### src/rtl/auv_pkg.sv
// Shared constants and types for the auv fetch path.
package auv_pkg;

    localparam logic [31:0] INST_NOP = 32'h0000_0013;

    typedef logic [31:0] inst_t;

endpackage

### src/rtl/auv_fifo.sv
// Synchronous FIFO with flush; head is the oldest entry, valid while count != 0.
module auv_fifo
    import auv_pkg::*;
#(
    parameter int WIDTH = 32,
    parameter int DEPTH = 4
) (
    input  logic                     clk,
    input  logic                     rst,
    input  logic                     flush,
    input  logic                     push,
    input  logic [WIDTH-1:0]         din,
    input  logic                     pop,
    output logic [WIDTH-1:0]         head,
    output logic [$clog2(DEPTH):0]   count
);

    localparam int AW = $clog2(DEPTH);

    logic [WIDTH-1:0] mem [DEPTH];
    logic [AW-1:0]    rd;
    logic [AW-1:0]    wr;

    always_ff @(posedge clk) begin
        if (push && !flush) begin
            mem[wr] <= din;
        end
    end

    always_ff @(posedge clk or posedge rst) begin
        if (rst) begin
            rd    <= '0;
            wr    <= '0;
            count <= '0;
        end else if (flush) begin
            rd    <= '0;
            wr    <= '0;
            count <= '0;
        end else begin
            if (push) wr <= wr + 1'b1;
            if (pop)  rd <= rd + 1'b1;
            unique case ({push, pop})
                2'b10:   count <= count + 1'b1;
                2'b01:   count <= count - 1'b1;
                default: count <= count;
            endcase
        end
    end

    assign head = mem[rd];

    a_no_overflow : assert property (@(posedge clk) disable iff (rst)
        !(push && !flush && !pop && count == (AW+1)'(DEPTH)));

endmodule

### src/rtl/auv_fetch_buf.sv
// Prefetching fetch unit: credit-limited requests to a pipelined memory,
// responses queued for decode, stale responses dropped after a redirect.
module auv_fetch_buf
    import auv_pkg::*;
#(
    parameter int                    ADDR_WIDTH = 24,
    parameter int                    DEPTH      = 4,
    parameter logic [ADDR_WIDTH-3:0] RESET_PC   = '0
) (
    input  logic                  clk,
    input  logic                  rst,
    input  logic                  jmp,
    input  logic [ADDR_WIDTH-3:0] pc_wr,
    output logic                  inst_valid,
    input  logic                  inst_ready,
    output logic [31:0]           inst,
    output logic [ADDR_WIDTH-3:0] inst_pc,
    output logic                  mem_req,
    output logic [ADDR_WIDTH-3:0] mem_adr,
    input  logic                  mem_gnt,
    input  logic                  mem_rvalid,
    input  logic [31:0]           mem_rdata
);

    localparam int PW = ADDR_WIDTH - 2;
    localparam int CW = $clog2(DEPTH) + 1;

    typedef struct packed {
        inst_t         inst;
        logic [PW-1:0] pc;
    } fetch_t;

    logic [PW-1:0] fpc;
    logic [PW-1:0] rpc;
    logic [CW-1:0] outstanding;
    logic [CW-1:0] drop;
    logic [CW-1:0] count;
    logic [CW:0]   inflight;
    fetch_t        wr_ent;
    fetch_t        head;
    logic          grant;
    logic          live;
    logic          push;
    logic          pop;

    assign inflight = {1'b0, count} + {1'b0, outstanding};
    assign mem_req  = !rst && !jmp && (inflight < (CW+1)'(DEPTH));
    assign mem_adr  = fpc;
    assign grant    = mem_req && mem_gnt;
    assign live     = mem_rvalid && (drop == '0);
    assign push     = live && !jmp;
    assign pop      = inst_valid && inst_ready;

    assign wr_ent.inst = mem_rdata;
    assign wr_ent.pc   = rpc;

    auv_fifo #(
        .WIDTH ($bits(fetch_t)),
        .DEPTH (DEPTH)
    ) u_fifo (
        .clk   (clk),
        .rst   (rst),
        .flush (jmp),
        .push  (push),
        .din   (wr_ent),
        .pop   (pop),
        .head  (head),
        .count (count)
    );

    assign inst_valid = (count != '0) && !jmp;
    assign inst       = inst_valid ? head.inst : INST_NOP;
    assign inst_pc    = inst_valid ? head.pc : '0;

    always_ff @(posedge clk or posedge rst) begin
        if (rst) begin
            fpc         <= RESET_PC;
            rpc         <= RESET_PC;
            outstanding <= '0;
            drop        <= '0;
        end else begin
            outstanding <= outstanding + CW'(grant) - CW'(mem_rvalid);
            if (jmp) begin
                fpc <= pc_wr;
                rpc <= pc_wr;
                // Everything still in flight is stale, including any already
                // marked for dropping; outstanding counts them all.
                drop <= outstanding - CW'(mem_rvalid);
            end else begin
                if (grant) fpc <= fpc + 1'b1;
                if (live)  rpc <= rpc + 1'b1;
                if (mem_rvalid && drop != '0) drop <= drop - 1'b1;
            end
        end
    end

    a_rvalid_expected : assert property (@(posedge clk) disable iff (rst)
        mem_rvalid |-> (outstanding != '0));

endmodule

### config.mk
export PLATFORM = sky130hd
export DESIGN_NAME = auv_fetch_buf
export DESIGN_NICKNAME = d
export VERILOG_FILES = /design/src/rtl/auv_pkg.sv /design/src/rtl/auv_fifo.sv /design/src/rtl/auv_fetch_buf.sv
export SDC_FILE = /design/constraint.sdc
export NUM_CORES = 1
export LEC_CHECK = 0
export BUFFER_PORTS_ARGS = -buffer_cell sky130_fd_sc_hd__buf_2
export CAP_MARGIN = 20
export CORE_MARGIN = 2
export CORE_UTILIZATION = 50
export DETAILED_ROUTE_END_ITERATION = 10
export PLACE_DENSITY_LB_ADDON = 0.2
export SLEW_MARGIN = 40
export SYNTH_ARGS = -nofsm -noshare
export SYNTH_HDL_FRONTEND = slang
export SYNTH_HIERARCHICAL = 1
export SYNTH_SLANG_ARGS = --single-unit
export TNS_END_PERCENT = 30
### constraint.sdc
create_clock -name clk -period 3.2 [get_ports clk]
set_input_delay 0.32 -clock clk [delete_from_list [all_inputs] [get_ports clk]]
set_output_delay 0.32 -clock clk [all_outputs]
set_load 0.03 [all_outputs]
# Word-level counts from Yosys, hierarchy flattened
# Memory sizes are Yosys's and may differ from the RTL's.
# Index checks and enable logic that the tools add are counted.
[classes] n_addsub=11 order_cmp=1 eq_ne=2 n_mux=16 reduce_logical=20
[ops] op="two-way mux 22 bit" n=5
[ops] op="adder 22 x 1 -> 22 bit, second input constant" n=2
[ops] op="two-way mux 32 bit" n=1
[ops] op="nonzero test 2 bit" n=5
[ops] op="logical AND 1 bit" n=9
[ops] op="two-way mux 3 bit" n=3
[ops] op="nonzero test 3 bit" n=3
[ops] op="two-way mux 2 bit" n=4
[ops] op="case mux 3 bit (2 select lines)" n=1
[ops] op="subtractor 3 x 1 -> 3 bit" n=2
[ops] op="subtractor 3 x 1 -> 3 bit, second input constant" n=2
[ops] op="adder 2 x 1 -> 2 bit, second input constant" n=2
[ops] op="adder 3 x 3 -> 4 bit" n=1
[ops] op="< comparator 4 x 3 -> 1 bit, second input constant" n=1
[ops] op="adder 3 x 1 -> 3 bit" n=1
[ops] op="adder 3 x 1 -> 3 bit, second input constant" n=1
[ops] op="zero test 3 bit" n=1
[ops] op="== test 2 x 1 -> 1 bit, second input constant" n=1
[ops] op="== test 2 bit, second input constant" n=1
[ops] op="zero test 1 bit" n=2
[ops] op="two-way mux 1 bit" n=2
[word_totals] ff_bits=57 mem_bits_rw=216 in_bits=60 out_inout_bits=78 word_cells=58 mem_count=1
[memory_table] memory="u_fifo.mem" words=4 width=54 rd=1 rd_ports_with_merged_regs=0 write_ports=1 line="auv_fifo.sv:20" source="logic [WIDTH-1:0] mem [DEPTH];"

# Depth between registers and ports, before layout
# Gate-level depths: netlist (run 1).
[logic_depth] depth_word=6 ltp_mapped=12 depth_no_buf=10

# By module
# Netlist (run 1), hierarchy kept.
[modules_own_cells] mod="auv_fifo" instances=1 cells_each=324 area_per_inst_um2=8222.9 seq_area_each_um2=6661.4
[modules_own_cells] mod="auv_fetch_buf" instances=1 cells_each=366 area_per_inst_um2=3280.6 seq_area_each_um2=1251.2

# Worst setup path after synthesis (run 1)
# Ideal clock, no wire load.
[synth_path] kind="register -> register" startpoint="register drop[0]" endpoint="memory u_fifo/mem[0][0] in the netlist's numbering (enable)" setup_ns=0.417 t_arrival_ns=2.615 required_ns=2.783 slack_ns=0.167 stages_incl_launch_ff=8 n_path_buf=1 synth_period_minus_slack_ns=3.033 path_cell_list="dfrtp_1 > inv_1 > ha_1 > nand3b_1 > nor2_1 > buf_2 > nor2b_1 > and2_1"
[synth_via] elab_chain_cells=6
[synth_rtl] item="start: declaration" line="auv_fetch_buf.sv:36" source="logic [CW-1:0] drop;"
[synth_rtl] item="start signal: assignment" line="auv_fetch_buf.sv:88" source="drop <= outstanding - CW'(mem_rvalid);"
[synth_rtl] item="start signal: assignment" line="auv_fetch_buf.sv:92" source="if (mem_rvalid && drop != '0) drop <= drop - 1'b1;"
[synth_rtl] item="zero test 3 bit" line="auv_fetch_buf.sv:50" source="assign live = mem_rvalid && (drop == '0);"
[synth_rtl] item="logical AND 1 bit" line="auv_fetch_buf.sv:50"
[synth_rtl] item="logical AND 1 bit" line="auv_fetch_buf.sv:51" source="assign push = live && !jmp;"
[synth_rtl] item="named net push" line="auv_fetch_buf.sv:43" source="logic push;"
[synth_rtl] item="logical AND 1 bit" line="auv_fifo.sv:25" source="if (push && !flush) begin"
[synth_rtl] item="two-way mux 1 bit" line="auv_fifo.sv:25"
[synth_rtl] item="two-way mux 1 bit (not written as such)" line="auv_fifo.sv:26" source="mem[wr] <= din;"
[synth_rtl] item="end: declaration" line="auv_fifo.sv:20"
# The timed path passes the listed nets, and every way through them passes these cells.

==> flow_summary.html, run 1 <==
<table>
<tr><th>Metric</th><th>Value</th></tr>
<tr><th colspan="2">Power and ir drop</th></tr>
<tr><td>Internal power</td><td>6.12 mW</td></tr>
<tr><td>Static leakage</td><td>5.03 nW</td></tr>
<tr><td>Combinational cell fraction of total power</td><td>12.4%</td></tr>
<tr><td>Sequential share of power</td><td>50.8%</td></tr>
<tr><td>Fraction of power consumed by the clock network</td><td>36.9%</td></tr>
<tr><td>Power density over the cells</td><td>598 nW/um^2</td></tr>
<tr><td>Worst voltage drop across the vdd grid</td><td>0.313 mV</td></tr>
<tr><td>Net Switching</td><td>2.09 mW</td></tr>
<tr><td>Switching part of the total</td><td>25.5%</td></tr>
<tr><th colspan="2">Clock network</th></tr>
<tr><td>Number of buffers added for setup after CTS</td><td>0</td></tr>
<tr><td>Clock latency reported for the late side of the worst-skew pair</td><td>0.55 ns</td></tr>
<tr><td>Clock root buffer</td><td>clkbuf_16</td></tr>
<tr><td>Number of CTS-inserted buffers</td><td>29</td></tr>
<tr><td>CTS max path bufs</td><td>3</td></tr>
<tr><td>Hold buffer count at cts</td><td>31</td></tr>
<tr><td>CTS tree</td><td>built</td></tr>
<tr><td>Count of cells resized by post-cts repair</td><td>0</td></tr>
<tr><td>Clock Pin Slew Worst Setup and Hold Paths</td><td>0.06 ns</td></tr>
<tr><td>H-Tree Level Count</td><td>1</td></tr>
<tr><td>TritonCTS sink count</td><td>273</td></tr>
<tr><th colspan="2">Synthesis</th></tr>
<tr><td>Average cell area after synthesis</td><td>16.7 um^2</td></tr>
<tr><td>Top-area cell type share of the netlist area</td><td>56.4%</td></tr>
<tr><td>Cell accounting for the most synthesized area</td><td>edfxtp_1</td></tr>
<tr><td>Yosys warnings</td><td>6</td></tr>
<tr><td>Prevailing post-synth register cell</td><td>edfxtp_1</td></tr>
<tr><td>Number of different library cells in the post-synthesis netlist</td><td>51</td></tr>
<tr><td>Sequential share of the synthesized area</td><td>68.8%</td></tr>
<tr><td>Post-synthesis instance area</td><td>11,500 um^2</td></tr>
<tr><td>Post-synth EDFFs</td><td>216</td></tr>
<tr><td>Post-synthesis register bit count</td><td>273</td></tr>
<tr><td>Ranking of synthesized cells by area</td><td>edfxtp_1 (56%), dfrtp_1 (12%), mux4_2 (11%), and2_1 (3.2%), xnor2_1 (1.6%)</td></tr>
<tr><td>Total nets after synthesis</td><td>766</td></tr>
<tr><td>Proportion of register bits with asynchronous set or reset after synthesis</td><td>20.9%</td></tr>
<tr><td>Cell count after synthesis</td><td>690</td></tr>
<tr><th colspan="2">Drt</th></tr>
<tr><td>Detail-routed via count per cell</td><td>5.61</td></tr>
<tr><td>First-pass iteration count of the detailed router</td><td>5</td></tr>
<tr><td>Count of nets left with antenna violations after detail routing</td><td>0</td></tr>
<tr><td>Total length of routed wires</td><td>23,200 um</td></tr>
<tr><td>Initial drt markers</td><td>462</td></tr>
<tr><td>Residual DRC</td><td>0</td></tr>
<tr><td>Wirelength per Cell</td><td>19.7 um</td></tr>
<tr><td>Count of vias placed by the detailed router</td><td>6,614</td></tr>
<tr><th colspan="2">Timing</th></tr>
<tr><td>Count of pins over their slew limit</td><td>0</td></tr>
<tr><td>Setup repair after global routing missed its margin</td><td>no</td></tr>
<tr><td>Share of the clock period used by the worst path after layout</td><td>88.3%</td></tr>
<tr><td>Final setup fails</td><td>0</td></tr>
<tr><td>Worst clock skew</td><td>0.0115 ns</td></tr>
<tr><td>Aggregate negative setup slack</td><td>0 ns</td></tr>
<tr><td>Relative max-transition margin</td><td>49.0%</td></tr>
<tr><td>Post-route worst hold slack</td><td>0.0229 ns</td></tr>
<tr><td>Final Critical Period</td><td>2.83 ns</td></tr>
<tr><td>Slew at the pin with the worst max-slew slack</td><td>0.763 ns</td></tr>
<tr><td>Final number of hold-violating endpoints</td><td>0</td></tr>
<tr><td>Peak Freq</td><td>0.354 GHz</td></tr>
<tr><th colspan="2">Job</th></tr>
<tr><td>Number of maximum-capacitance violations</td><td>0</td></tr>
<tr><th colspan="2">Floorplan</th></tr>
<tr><td>Ports</td><td>138</td></tr>
<tr><td>DIE WIDTH</td><td>156 um</td></tr>
<tr><td>Core box area</td><td>22,600 um^2</td></tr>
<tr><td>Height of the die</td><td>156 um</td></tr>
<tr><td>Initial core utilization</td><td>50.8%</td></tr>
<tr><td>Die area</td><td>24,200 um^2</td></tr>
<tr><td>Core Rows</td><td>55</td></tr>
<tr><th colspan="2">Min path</th></tr>
<tr><td>Worst hold path depth</td><td>1</td></tr>
<tr><td>Hold_sp</td><td>mem_rdata[8]</td></tr>
<tr><td>Hold Crit Class</td><td>input port to flip-flop</td></tr>
<tr><td>Worst-case hold path end point</td><td>u_fifo/mem[1][30]</td></tr>
<tr><th colspan="2">Run status</th></tr>
<tr><td>Status</td><td>complete, no violations</td></tr>
<tr><th colspan="2">Final layout</th></tr>
<tr><td>Number of fill cells in the layout</td><td>1,667</td></tr>
<tr><td>Post-layout net count</td><td>949</td></tr>
<tr><td>Area growth from synthesis to final layout</td><td>19.4%</td></tr>
<tr><td>Sequential cell area</td><td>7920 um^2</td></tr>
<tr><td>Fraction of final layout cells with drive strength greater than 1</td><td>30.6%</td></tr>
<tr><td>Area occupied by multi-input gates</td><td>3350 um^2</td></tr>
<tr><td>Number of antenna diodes</td><td>0</td></tr>
<tr><td>Number of standard cells in the final layout excluding fillers</td><td>1,180</td></tr>
<tr><th colspan="2">Global routing</th></tr>
<tr><td>Pin count of the biggest net entering global routing</td><td>55</td></tr>
<tr><td>Combined global-route utilization of all metal layers</td><td>19.5%</td></tr>
<tr><td>Total congestion overflow after global routing</td><td>0</td></tr>
<tr><td>Global-route wire length before repair</td><td>37,000 um</td></tr>
<tr><td>Number of global-route vias before repair</td><td>6,942</td></tr>
<tr><td>Initial antenna violation count</td><td>0</td></tr>
<tr><th colspan="2">Setup path</th></tr>
<tr><td>Endpoint class of the critical path</td><td>output pin</td></tr>
<tr><td>CP max-delay cell</td><td>dfrtp_4</td></tr>
<tr><td>Startpoint of the lowest-slack register-to-register path</td><td>outstanding[2]</td></tr>
<tr><td>Worst Reg2Reg Path Length in Cells</td><td>10</td></tr>
<tr><td>Launching element type of the critical path</td><td>flip-flop</td></tr>
<tr><td>Cell-by-cell trace of the critical path</td><td>buf_4 -&gt; mux4_2 -&gt; and2_1 -&gt; buf_2</td></tr>
<tr><td>Top Family by Delay on Critical Path</td><td>flip-flops</td></tr>
<tr><td>Endpoint of the most critical register-to-register path</td><td>outstanding[2]</td></tr>
<tr><td>Buf/Inv on CP</td><td>2</td></tr>
<tr><td>Data required time of the critical path</td><td>2.88 ns</td></tr>
<tr><td>Top fanout value on the critical path</td><td>21</td></tr>
<tr><td>Path type of the worst setup path</td><td>flip-flop to output pin</td></tr>
<tr><td>Register-to-register path setup slack</td><td>0.73 ns</td></tr>
<tr><td>Signal arrival time at the worst endpoint</td><td>2.51 ns</td></tr>
<tr><td>Peak per-stage delay on the critical path</td><td>0.72 ns</td></tr>
<tr><th colspan="2">Place</th></tr>
<tr><td>Global placement routability congestion</td><td>0.889</td></tr>
<tr><td>Hpwl dp</td><td>14,200 um</td></tr>
<tr><td>Quantity of I/O buffers inserted on ports</td><td>137</td></tr>
<tr><td>Placed cells</td><td>1,096</td></tr>
</table>
[synthesized netlist by cell type, types with 7 or more instances]
cell      count
edfxtp_1    216
nand3_1      21
xor2_1       13
buf_2         8
dfrtp_1      57
o21ai_0      30
mux4_2       54
nor3_1        7
and2_1       58
inv_1        15
nand2_1      37
nand4_1      11
nor2_1       24
clkbuf_1     12
xnor2_1      21
and3_1        7
ha_1         14
[layout by cell type (no fill, tap or decap), drive strengths merged, types with 7 or more instances in the layout]
cell type | netlist | routed
nor2 | 24 | 24
xnor2 | 21 | 21
o21ai | 32 | 32
nand4 | 12 | 12
and2 | 58 | 58
clkbuf | 14 | 36
buf | 16 | 152
nor3 | 7 | 7
nand3 | 21 | 21
clkinv | 1 | 14
and3 | 7 | 7
nand2 | 37 | 37
dlygate4sd3 | 0 | 31
ha | 14 | 14
edfxtp | 216 | 216
xor2 | 13 | 13
dfrtp | 57 | 57
inv | 16 | 17
mux4 | 54 | 54
[worst max path at each step]
stage                         startpoint                to  depth (start not counted)
after floorplan                  drop[0]  u_fifo/mem[0][0]                          7
after CTS                   u_fifo/rd[0]       inst_pc[20]                          4
after global routing        u_fifo/rd[0]       inst_pc[20]                          4
after global placement    outstanding[2]    outstanding[2]                         10
final                       u_fifo/rd[0]       inst_pc[20]                          4
after detailed placement  outstanding[2]    outstanding[2]                         10
[per-layer routing]
metal | part of all wire, % | track usage [%] | routed length [um]
met4 | 1.3 | 4.81 | 311
met1 | 44 | 26.3 | 10200
met5 | 0 | 0 | 0
met2 | 49 | 33.3 | 11300
met3 | 6.3 | 3.56 | 1460
[worst register-to-register path, delay by kind of cell (launching register included)]
family	cells	cell delay [ns]
AND/OR/NAND/NOR	2	0.47
XOR/XNOR	2	0.32
flip-flops	1	0.42
adder cells (fa/ha/maj)	4	1.04
buffers and inverters	2	0.14
[per-stage QoR]
stage | area, um^2 | setup WS (ns) | util [%] | power (mW)
floorplan | 11500 | 0.167 | - | 4.90
global placement | 12600 | 0.837 | 55.5 | 5.18
detailed placement | 12600 | 0.743 | 55.5 | 5.23
CTS | 13700 | 0.324 | 60.7 | 8.28
global route | 13700 | 0.223 | 60.7 | 8.55
finish | 13700 | 0.373 | 60.7 | 8.21
[final cells by class]
cell class	count	area share, %
Sequential cell	273	57.7
Timing Repair Buffer	183	8.62
Clock buffer	36	5.62
Multi-Input combinational cell	369	24.4
Clock inverter	17	0.638
Tap cell	285	2.60
Inverter	17	0.483
[flip-flops by register name, indices dropped and copies added (netlist names)]
name and cells:
u_fifo/rd 2, u_fifo/mem 216, outstanding 3, drop 3, u_fifo/count 3, rpc 22
u_fifo/wr 2, mem_adr 22
[power groups by stage]
stage               logic [mW]  registers (mW)  clock network (mW)
global placement         0.960            4.22                   0
CTS                       1.03            4.17                3.09
global route              1.12            4.19                3.24
finish                    1.01            4.17                3.03
detailed placement       0.995            4.24                   0
floorplan                0.654            4.25                   0
[kinds of logic (layout without fill, tap and decap cells)]
logic type	after synthesis	in the layout	share of synthesized area, %
xor gates and xnor gates	34	34	2.59
buffers and inverters	48	253	2.25
adders and majority gates	16	16	1.87
and+or+nand+nor	192	192	9.55
DFF	273	273	68.8
muxes	65	65	11.6
AOI/OAI and AO/OA	62	62	3.36
(Power assumes the default switching activity.)
==> inputs of run 2 (changes only) <==
- CORE_MARGIN: 2 -> unset
- clock period: 3.2 -> 2.95 ns (I/O delays scaled with it)
==> run 2 against run 1 <==
Effect of this change: clock power grew 18%; global-route usage grew 0.34 points; die area shrank 2.6%; sequential cell count is the same; sequential share of layout area shrank 0.59 points; combinational power grew 9%; register-to-register slack lost 0.34 ns; clock-buffer cell count shrank 2; first-iteration DRC count shrank 25%; sequential power grew 8.4%; final area grew 1.0%; critical path depth is the same; critical endpoint is now inst_pc[6]; largest cell class unchanged; largest power group unchanged.
==> flow_summary.html, run 2 (synthesis gave the netlist of run 1 again) <==
<table>
<tr><th>Metric</th><th>Value</th></tr>
<tr><th colspan="2">Setup path</th></tr>
<tr><td>Top Family by Delay on Critical Path</td><td>flip-flops</td></tr>
<tr><td>Top fanout value on the critical path</td><td>17</td></tr>
<tr><td>Endpoint of the most critical register-to-register path</td><td>u_fifo/count[2]</td></tr>
<tr><td>Signal arrival time at the worst endpoint</td><td>2.45 ns</td></tr>
<tr><td>Buf/Inv on CP</td><td>2</td></tr>
<tr><td>Launching element type of the critical path</td><td>flip-flop</td></tr>
<tr><td>Peak per-stage delay on the critical path</td><td>0.65 ns</td></tr>
<tr><td>Startpoint of the lowest-slack register-to-register path</td><td>drop[0]</td></tr>
<tr><td>Path type of the worst setup path</td><td>flip-flop to output pin</td></tr>
<tr><td>Data required time of the critical path</td><td>2.65 ns</td></tr>
<tr><td>Cell-by-cell trace of the critical path</td><td>buf_4 -&gt; mux4_2 -&gt; and2_1 -&gt; buf_2</td></tr>
<tr><td>Worst Reg2Reg Path Length in Cells</td><td>9</td></tr>
<tr><td>Endpoint class of the critical path</td><td>output pin</td></tr>
<tr><td>CP max-delay cell</td><td>dfrtp_4</td></tr>
<tr><td>Register-to-register path setup slack</td><td>0.39 ns</td></tr>
<tr><th colspan="2">Global routing</th></tr>
<tr><td>Pin count of the biggest net entering global routing</td><td>55</td></tr>
<tr><td>Initial antenna violation count</td><td>0</td></tr>
<tr><td>Total congestion overflow after global routing</td><td>0</td></tr>
<tr><td>Combined global-route utilization of all metal layers</td><td>19.9%</td></tr>
<tr><td>Global-route wire length before repair</td><td>36,400 um</td></tr>
<tr><td>Most crowded layer after global routing</td><td>met2</td></tr>
<tr><td>Met3 capacity usage during global routing</td><td>2.96%</td></tr>
<tr><td>Met2 Use GR</td><td>33.5%</td></tr>
<tr><td>Number of global-route vias before repair</td><td>6,813</td></tr>
<tr><td>Met1 usage in global routing</td><td>27.0%</td></tr>
<tr><th colspan="2">Place</th></tr>
<tr><td>Quantity of I/O buffers inserted on ports</td><td>137</td></tr>
<tr><td>Global placement routability congestion</td><td>0.861</td></tr>
<tr><td>Hpwl dp</td><td>14,000 um</td></tr>
<tr><th colspan="2">Final layout</th></tr>
<tr><td>Highest-count cells in the layout ignoring fill and taps</td><td>edfxtp_1 (216), buf_2 (137), dfrtp_1 (55)</td></tr>
<tr><td>Fraction of final layout cells with drive strength greater than 1</td><td>31.0%</td></tr>
<tr><td>Number of antenna diodes</td><td>0</td></tr>
<tr><td>Area growth from synthesis to final layout</td><td>20.6%</td></tr>
<tr><td>Number of flip-flops in the largest register</td><td>216</td></tr>
<tr><td>Post-layout net count</td><td>954</td></tr>
<tr><td>Most common library cell in the layout ignoring fill and taps</td><td>edfxtp_1</td></tr>
<tr><td>Register ranked first by flip-flop count</td><td>u_fifo/mem</td></tr>
<tr><td>Sequential cell area</td><td>7920 um^2</td></tr>
<tr><td>Area occupied by multi-input gates</td><td>3340 um^2</td></tr>
<tr><td>Number of fill cells in the layout</td><td>1,691</td></tr>
<tr><td>Final core utilization</td><td>61.5%</td></tr>
<tr><th colspan="2">Clock network</th></tr>
<tr><td>TritonCTS sink count</td><td>273</td></tr>
<tr><td>Clock Pin Slew Worst Setup and Hold Paths</td><td>0.06 ns</td></tr>
<tr><td>CTS max path bufs</td><td>3</td></tr>
<tr><td>H-Tree Level Count</td><td>1</td></tr>
<tr><td>CTS tree</td><td>built</td></tr>
<tr><td>Clock latency reported for the late side of the worst-skew pair</td><td>0.53 ns</td></tr>
<tr><td>Number of CTS-inserted buffers</td><td>28</td></tr>
<tr><td>Number of buffers added for setup after CTS</td><td>0</td></tr>
<tr><td>Clock root buffer</td><td>clkbuf_16</td></tr>
<tr><th colspan="2">Power and ir drop</th></tr>
<tr><td>Worst voltage drop across the vdd grid</td><td>0.358 mV</td></tr>
<tr><td>Static leakage</td><td>5.11 nW</td></tr>
<tr><td>Power density over the cells</td><td>663 nW/um^2</td></tr>
<tr><th colspan="2">Run status</th></tr>
<tr><td>Status</td><td>complete, no violations</td></tr>
<tr><th colspan="2">Timing</th></tr>
<tr><td>Final Critical Period</td><td>2.74 ns</td></tr>
<tr><td>Post-route worst hold slack</td><td>0.0152 ns</td></tr>
<tr><td>Share of the clock period used by the worst path after layout</td><td>93.0%</td></tr>
<tr><td>Final number of hold-violating endpoints</td><td>0</td></tr>
<tr><td>Setup repair after global routing missed its margin</td><td>no</td></tr>
<tr><td>Final setup fails</td><td>0</td></tr>
<tr><td>Worst clock skew</td><td>0.0161 ns</td></tr>
<tr><td>Peak Freq</td><td>0.364 GHz</td></tr>
<tr><td>Relative max-transition margin</td><td>46.1%</td></tr>
<tr><td>Slew at the pin with the worst max-slew slack</td><td>0.806 ns</td></tr>
<tr><td>Count of pins over their slew limit</td><td>0</td></tr>
<tr><th colspan="2">Min path</th></tr>
<tr><td>Worst hold path depth</td><td>3</td></tr>
<tr><td>Hold_sp</td><td>pc_wr[8]</td></tr>
<tr><td>Hold Crit Class</td><td>input port to flip-flop</td></tr>
<tr><td>Worst-case hold path end point</td><td>rpc[8]</td></tr>
<tr><th colspan="2">Drt</th></tr>
<tr><td>Count of vias placed by the detailed router</td><td>6,595</td></tr>
<tr><td>Count of nets left with antenna violations after detail routing</td><td>0</td></tr>
<tr><td>Wirelength per Cell</td><td>19.1 um</td></tr>
<tr><td>Total length of routed wires</td><td>22,600 um</td></tr>
<tr><td>Initial drt markers</td><td>347</td></tr>
<tr><td>First-pass iteration count of the detailed router</td><td>5</td></tr>
<tr><td>Residual DRC</td><td>0</td></tr>
<tr><td>Detail-routed via count per cell</td><td>5.57</td></tr>
<tr><th colspan="2">Floorplan</th></tr>
<tr><td>Core Rows</td><td>55</td></tr>
<tr><td>Die area</td><td>23,600 um^2</td></tr>
<tr><td>DIE WIDTH</td><td>154 um</td></tr>
<tr><td>Core box area</td><td>22,600 um^2</td></tr>
<tr><td>Ports</td><td>138</td></tr>
<tr><td>Initial core utilization</td><td>51.0%</td></tr>
<tr><td>Height of the die</td><td>154 um</td></tr>
<tr><th colspan="2">Job</th></tr>
<tr><td>Number of maximum-capacitance violations</td><td>0</td></tr>
</table>
[run 2: how the worst max path moves through the flow]
| stage | start | endpoint | slack, ns | cells past startpoint |
|---|---|---|---|---|
| after floorplan | drop[0] | u_fifo/mem[2][0] | -0.08 | 7 |
| after global placement | drop[0] | u_fifo/mem[2][27] | 0.55 | 7 |
| after detailed placement | drop[0] | u_fifo/count[2] | 0.40 | 9 |
| after CTS | u_fifo/rd[0] | inst_pc[6] | 0.11 | 4 |
| after global routing | u_fifo/rd[0] | inst_pc[6] | 0.08 | 4 |
| final | u_fifo/rd[0] | inst_pc[6] | 0.21 | 4 |
[run 2: worst min-delay path: cells and delay by family]
kind	cells	cell delay, ns
simple gates	1	0.06
buf+inv	1	0.08
compound gates	1	0.07
[run 2: per-stage QoR]
stage | setup WS [ns] | power (mW) | instance area [um^2] | setup TNS (ns) | cells
floorplan | -0.0819 | 5.31 | 11500 | -8.85 | 690
global placement | 0.554 | 5.62 | 12600 | 0 | 1098
detailed placement | 0.405 | 5.67 | 12600 | 0 | 1098
CTS | 0.113 | 9.31 | 13900 | 0 | 1184
global route | 0.0828 | 9.56 | 13900 | 0 | 1185
finish | 0.205 | 9.20 | 13900 | 0 | 1185
[run 2: cell type report]
cell class,instances,area share [%]
clock buffers,34,5.58
clock inverters,18,1.36
inverters,17,0.478
multi-input cells,369,24.1
flip-flops and latches,273,57.1
well taps,285,2.57
repair buffers,189,8.84
[run 2: layer usage]
| layer | vias to the layer above | wire length, um |
|---|---|---|
| met1 | 3292 | 9730 |
| li1 | 3032 | - |
| met4 | 0 | 470 |
| met3 | 36 | 1410 |
| met5 | - | 0 |
| met2 | 235 | 11000 |
[run 2: timing repair]
| item | in CTS | in global routing |
|---|---|---|
| resized for setup | 0 | 0 |
| setup endpoints to repair | 0 | 0 |
| endpoints found under the hold margin | 175 | 4 |
| hold buffers | 34 | 1 |
[run 2: where the power goes]
part | switching, mW | internal (mW)
registers | 0.183 | 4.33
clock network | 1.37 | 2.21
logic | 0.644 | 0.459
total | 2.20 | 7.00
==> inputs of run 3 (changes only) <==
- CORE_ASPECT_RATIO: unset -> 2
==> run 3 against run 2 <==
Effect of this change: power down 2.6%; worst setup slack better by 0.088 ns; via count up 1.2%; first-iteration DRC count down 11%; clock power is 7.0% lower; utilization grew 0.058 points; clock skew is 0.011 ns higher; clock-buffer cell count fell by 2; maximum frequency rose by 3.3%.
==> flow_summary.html, run 3 (synthesis gave the netlist of run 1 again) <==
<table>
<tr><th>Metric</th><th>Value</th></tr>
<tr><th colspan="2">Timing</th></tr>
<tr><td>Final setup fails</td><td>0</td></tr>
<tr><td>Worst clock skew</td><td>0.0273 ns</td></tr>
<tr><td>Peak Freq</td><td>0.376 GHz</td></tr>
<tr><td>Slew at the pin with the worst max-slew slack</td><td>0.670 ns</td></tr>
<tr><td>Setup repair after global routing missed its margin</td><td>no</td></tr>
<tr><td>Final number of hold-violating endpoints</td><td>0</td></tr>
<tr><td>Share of the clock period used by the worst path after layout</td><td>90.1%</td></tr>
<tr><td>Aggregate negative setup slack</td><td>0 ns</td></tr>
<tr><td>Post-route worst hold slack</td><td>0.0168 ns</td></tr>
<tr><td>Relative max-transition margin</td><td>55.3%</td></tr>
<tr><td>Final WS setup</td><td>0.293 ns</td></tr>
<tr><td>Final Critical Period</td><td>2.66 ns</td></tr>
<tr><td>Count of pins over their slew limit</td><td>0</td></tr>
<tr><th colspan="2">Floorplan</th></tr>
<tr><td>Die area</td><td>23,700 um^2</td></tr>
<tr><td>Core box area</td><td>22,600 um^2</td></tr>
<tr><td>Height of the die</td><td>217 um</td></tr>
<tr><td>Initial core utilization</td><td>50.8%</td></tr>
<tr><td>Core Rows</td><td>78</td></tr>
<tr><td>Ports</td><td>138</td></tr>
<tr><td>DIE WIDTH</td><td>109 um</td></tr>
<tr><th colspan="2">Drt</th></tr>
<tr><td>Total length of routed wires</td><td>23,400 um</td></tr>
<tr><td>First-pass iteration count of the detailed router</td><td>4</td></tr>
<tr><td>Residual DRC</td><td>0</td></tr>
<tr><td>Count of nets left with antenna violations after detail routing</td><td>0</td></tr>
<tr><td>Detail-routed via count per cell</td><td>5.62</td></tr>
<tr><td>Wirelength per Cell</td><td>19.7 um</td></tr>
<tr><td>Initial drt markers</td><td>308</td></tr>
<tr><td>Count of vias placed by the detailed router</td><td>6,671</td></tr>
<tr><th colspan="2">Clock network</th></tr>
<tr><td>CTS max path bufs</td><td>3</td></tr>
<tr><td>CTS tree</td><td>built</td></tr>
<tr><td>Clock root buffer</td><td>clkbuf_16</td></tr>
<tr><td>Number of CTS-inserted buffers</td><td>24</td></tr>
<tr><td>TritonCTS sink count</td><td>273</td></tr>
<tr><td>H-Tree Level Count</td><td>1</td></tr>
<tr><td>Clock latency reported for the late side of the worst-skew pair</td><td>0.54 ns</td></tr>
<tr><td>Clock Pin Slew Worst Setup and Hold Paths</td><td>0.07 ns</td></tr>
<tr><th colspan="2">Power and ir drop</th></tr>
<tr><td>Fraction of power consumed by the clock network</td><td>37.1%</td></tr>
<tr><td>Sequential share of power</td><td>50.3%</td></tr>
<tr><td>Worst voltage drop across the vdd grid</td><td>0.550 mV</td></tr>
<tr><td>Switching part of the total</td><td>24.1%</td></tr>
<tr><td>Power density over the cells</td><td>643 nW/um^2</td></tr>
<tr><td>Combinational cell fraction of total power</td><td>12.6%</td></tr>
<tr><td>Net Switching</td><td>2.16 mW</td></tr>
<tr><td>Static leakage</td><td>5.14 nW</td></tr>
<tr><td>Internal power</td><td>6.80 mW</td></tr>
<tr><th colspan="2">Setup path</th></tr>
<tr><td>Endpoint class of the critical path</td><td>output pin</td></tr>
<tr><td>Peak per-stage delay on the critical path</td><td>0.68 ns</td></tr>
<tr><td>Data required time of the critical path</td><td>2.65 ns</td></tr>
<tr><td>Launching element type of the critical path</td><td>flip-flop</td></tr>
<tr><td>Signal arrival time at the worst endpoint</td><td>2.36 ns</td></tr>
<tr><td>CP max-delay cell</td><td>dfrtp_4</td></tr>
<tr><td>Cell-by-cell trace of the critical path</td><td>mux4_2 -&gt; or3_1 -&gt; buf_2</td></tr>
<tr><td>Path type of the worst setup path</td><td>flip-flop to output pin</td></tr>
<tr><td>Top fanout value on the critical path</td><td>18</td></tr>
<tr><th colspan="2">Final layout</th></tr>
<tr><td>Final core utilization</td><td>61.5%</td></tr>
<tr><td>Number of standard cells in the final layout excluding fillers</td><td>1,188</td></tr>
<tr><td>Highest-count cells in the layout ignoring fill and taps</td><td>edfxtp_1 (216), buf_2 (137), dfrtp_1 (55)</td></tr>
<tr><td>Most common library cell in the layout ignoring fill and taps</td><td>edfxtp_1</td></tr>
<tr><td>Register ranked first by flip-flop count</td><td>u_fifo/mem</td></tr>
<tr><td>Number of fill cells in the layout</td><td>1,695</td></tr>
<tr><td>Fraction of final layout cells with drive strength greater than 1</td><td>30.5%</td></tr>
<tr><td>Post-layout net count</td><td>967</td></tr>
<tr><td>Number of antenna diodes</td><td>0</td></tr>
<tr><td>Area growth from synthesis to final layout</td><td>21.1%</td></tr>
<tr><td>Number of flip-flops in the largest register</td><td>216</td></tr>
<tr><th colspan="2">Global routing</th></tr>
<tr><td>Pin count of the biggest net entering global routing</td><td>53</td></tr>
<tr><td>Number of global-route vias before repair</td><td>7,065</td></tr>
<tr><td>Combined global-route utilization of all metal layers</td><td>20.6%</td></tr>
<tr><td>Global-route wire length before repair</td><td>36,900 um</td></tr>
<tr><td>Total congestion overflow after global routing</td><td>0</td></tr>
<tr><td>Initial antenna violation count</td><td>0</td></tr>
<tr><th colspan="2">Place</th></tr>
<tr><td>Global placement routability congestion</td><td>0.829</td></tr>
<tr><td>Post-placement setup slack</td><td>0.454 ns</td></tr>
<tr><td>Quantity of I/O buffers inserted on ports</td><td>137</td></tr>
<tr><td>Hpwl dp</td><td>15,600 um</td></tr>
<tr><td>Placed cells</td><td>1,101</td></tr>
<tr><th colspan="2">Run status</th></tr>
<tr><td>Status</td><td>complete, no violations</td></tr>
<tr><th colspan="2">Job</th></tr>
<tr><td>Number of maximum-capacitance violations</td><td>0</td></tr>
<tr><th colspan="2">Min path</th></tr>
<tr><td>Hold Crit Class</td><td>input port to flip-flop</td></tr>
</table>
run 3: cell count changes in the layout (fill, tap and decap cells not counted), sizes merged:
cell         delta
clkinvlp        -2
buf             +8
clkinv          -7
clkbuf          -2
inv             +1
bufinv          +1
dlygate4sd3     +9
run 3: layout make-up:
class                   instances  area, um^2  area share, %
flip-flops and latches        273        7920           56.8
multi-input cells             369        3340           24.0
repair buffers                206        1410           10.1
clock buffers                  32         651           4.67
well taps                     280         350           2.51
clock inverters                11         190           1.37
inverters                      17        63.8          0.458
run 3: power groups by stage:
stage	logic [mW]	clock network [mW]	registers (mW)
6_report	1.12	3.33	4.51
5_1_grt	1.24	3.52	4.53
4_1_cts	1.15	3.39	4.51
3_5_place_dp	1.10	0	4.59
3_3_place_gp	1.07	0	4.57
2_1_floorplan	0.710	0	4.60
run 3: critical path: cells and delay by family, from the launching register on:
family	cells	cell delay, ns
DFF	1	0.68
muxes	1	0.55
and+or+nand+nor	1	0.41
buffers and inverters	1	0.20
run 3: final timing paths:
kind                                  from               to  slack (ns)  cells after the start
setup / recovery              u_fifo/rd[0]          inst[4]        0.29                      3
hold / removal                    pc_wr[7]           rpc[7]        0.02                      3
setup reg to reg           u_fifo/count[0]  u_fifo/count[2]        0.39                      8
hold reg to reg             outstanding[0]   outstanding[0]        0.54                      1
max in group asynchronous              rst      mem_adr[20]        1.87                      4
min in group asynchronous              rst     u_fifo/rd[0]        0.29                      3
run 3: what timing repair did:
| action | in CTS | in global routing |
|---|---|---|
| resized for setup | 0 | 0 |
| endpoints found under the hold margin | 173 | 0 |
| buffers inserted | 0 | 0 |
| hold buffers | 44 | 0 |
| endpoints found under the setup margin | 0 | 0 |
run 3: through the flow:
stage | cell area [um^2] | power, mW
2_1_floorplan | 11500 | 5.31
3_3_place_gp | 12600 | 5.64
3_5_place_dp | 12600 | 5.69
4_1_cts | 13900 | 9.05
5_1_grt | 13900 | 9.30
6_report | 13900 | 8.96
run 3: per-layer routing:
| layer | vias to the layer above | track usage, % | part of all wire, % |
|---|---|---|---|
| met5 | - | 0 | 0 |
| li1 | 3046 | - | - |
| met3 | 55 | 2.38 | 4.1 |
| met2 | 188 | 38.1 | 55 |
| met1 | 3382 | 23.0 | 37 |
| met4 | 0 | 9.60 | 3.5 |
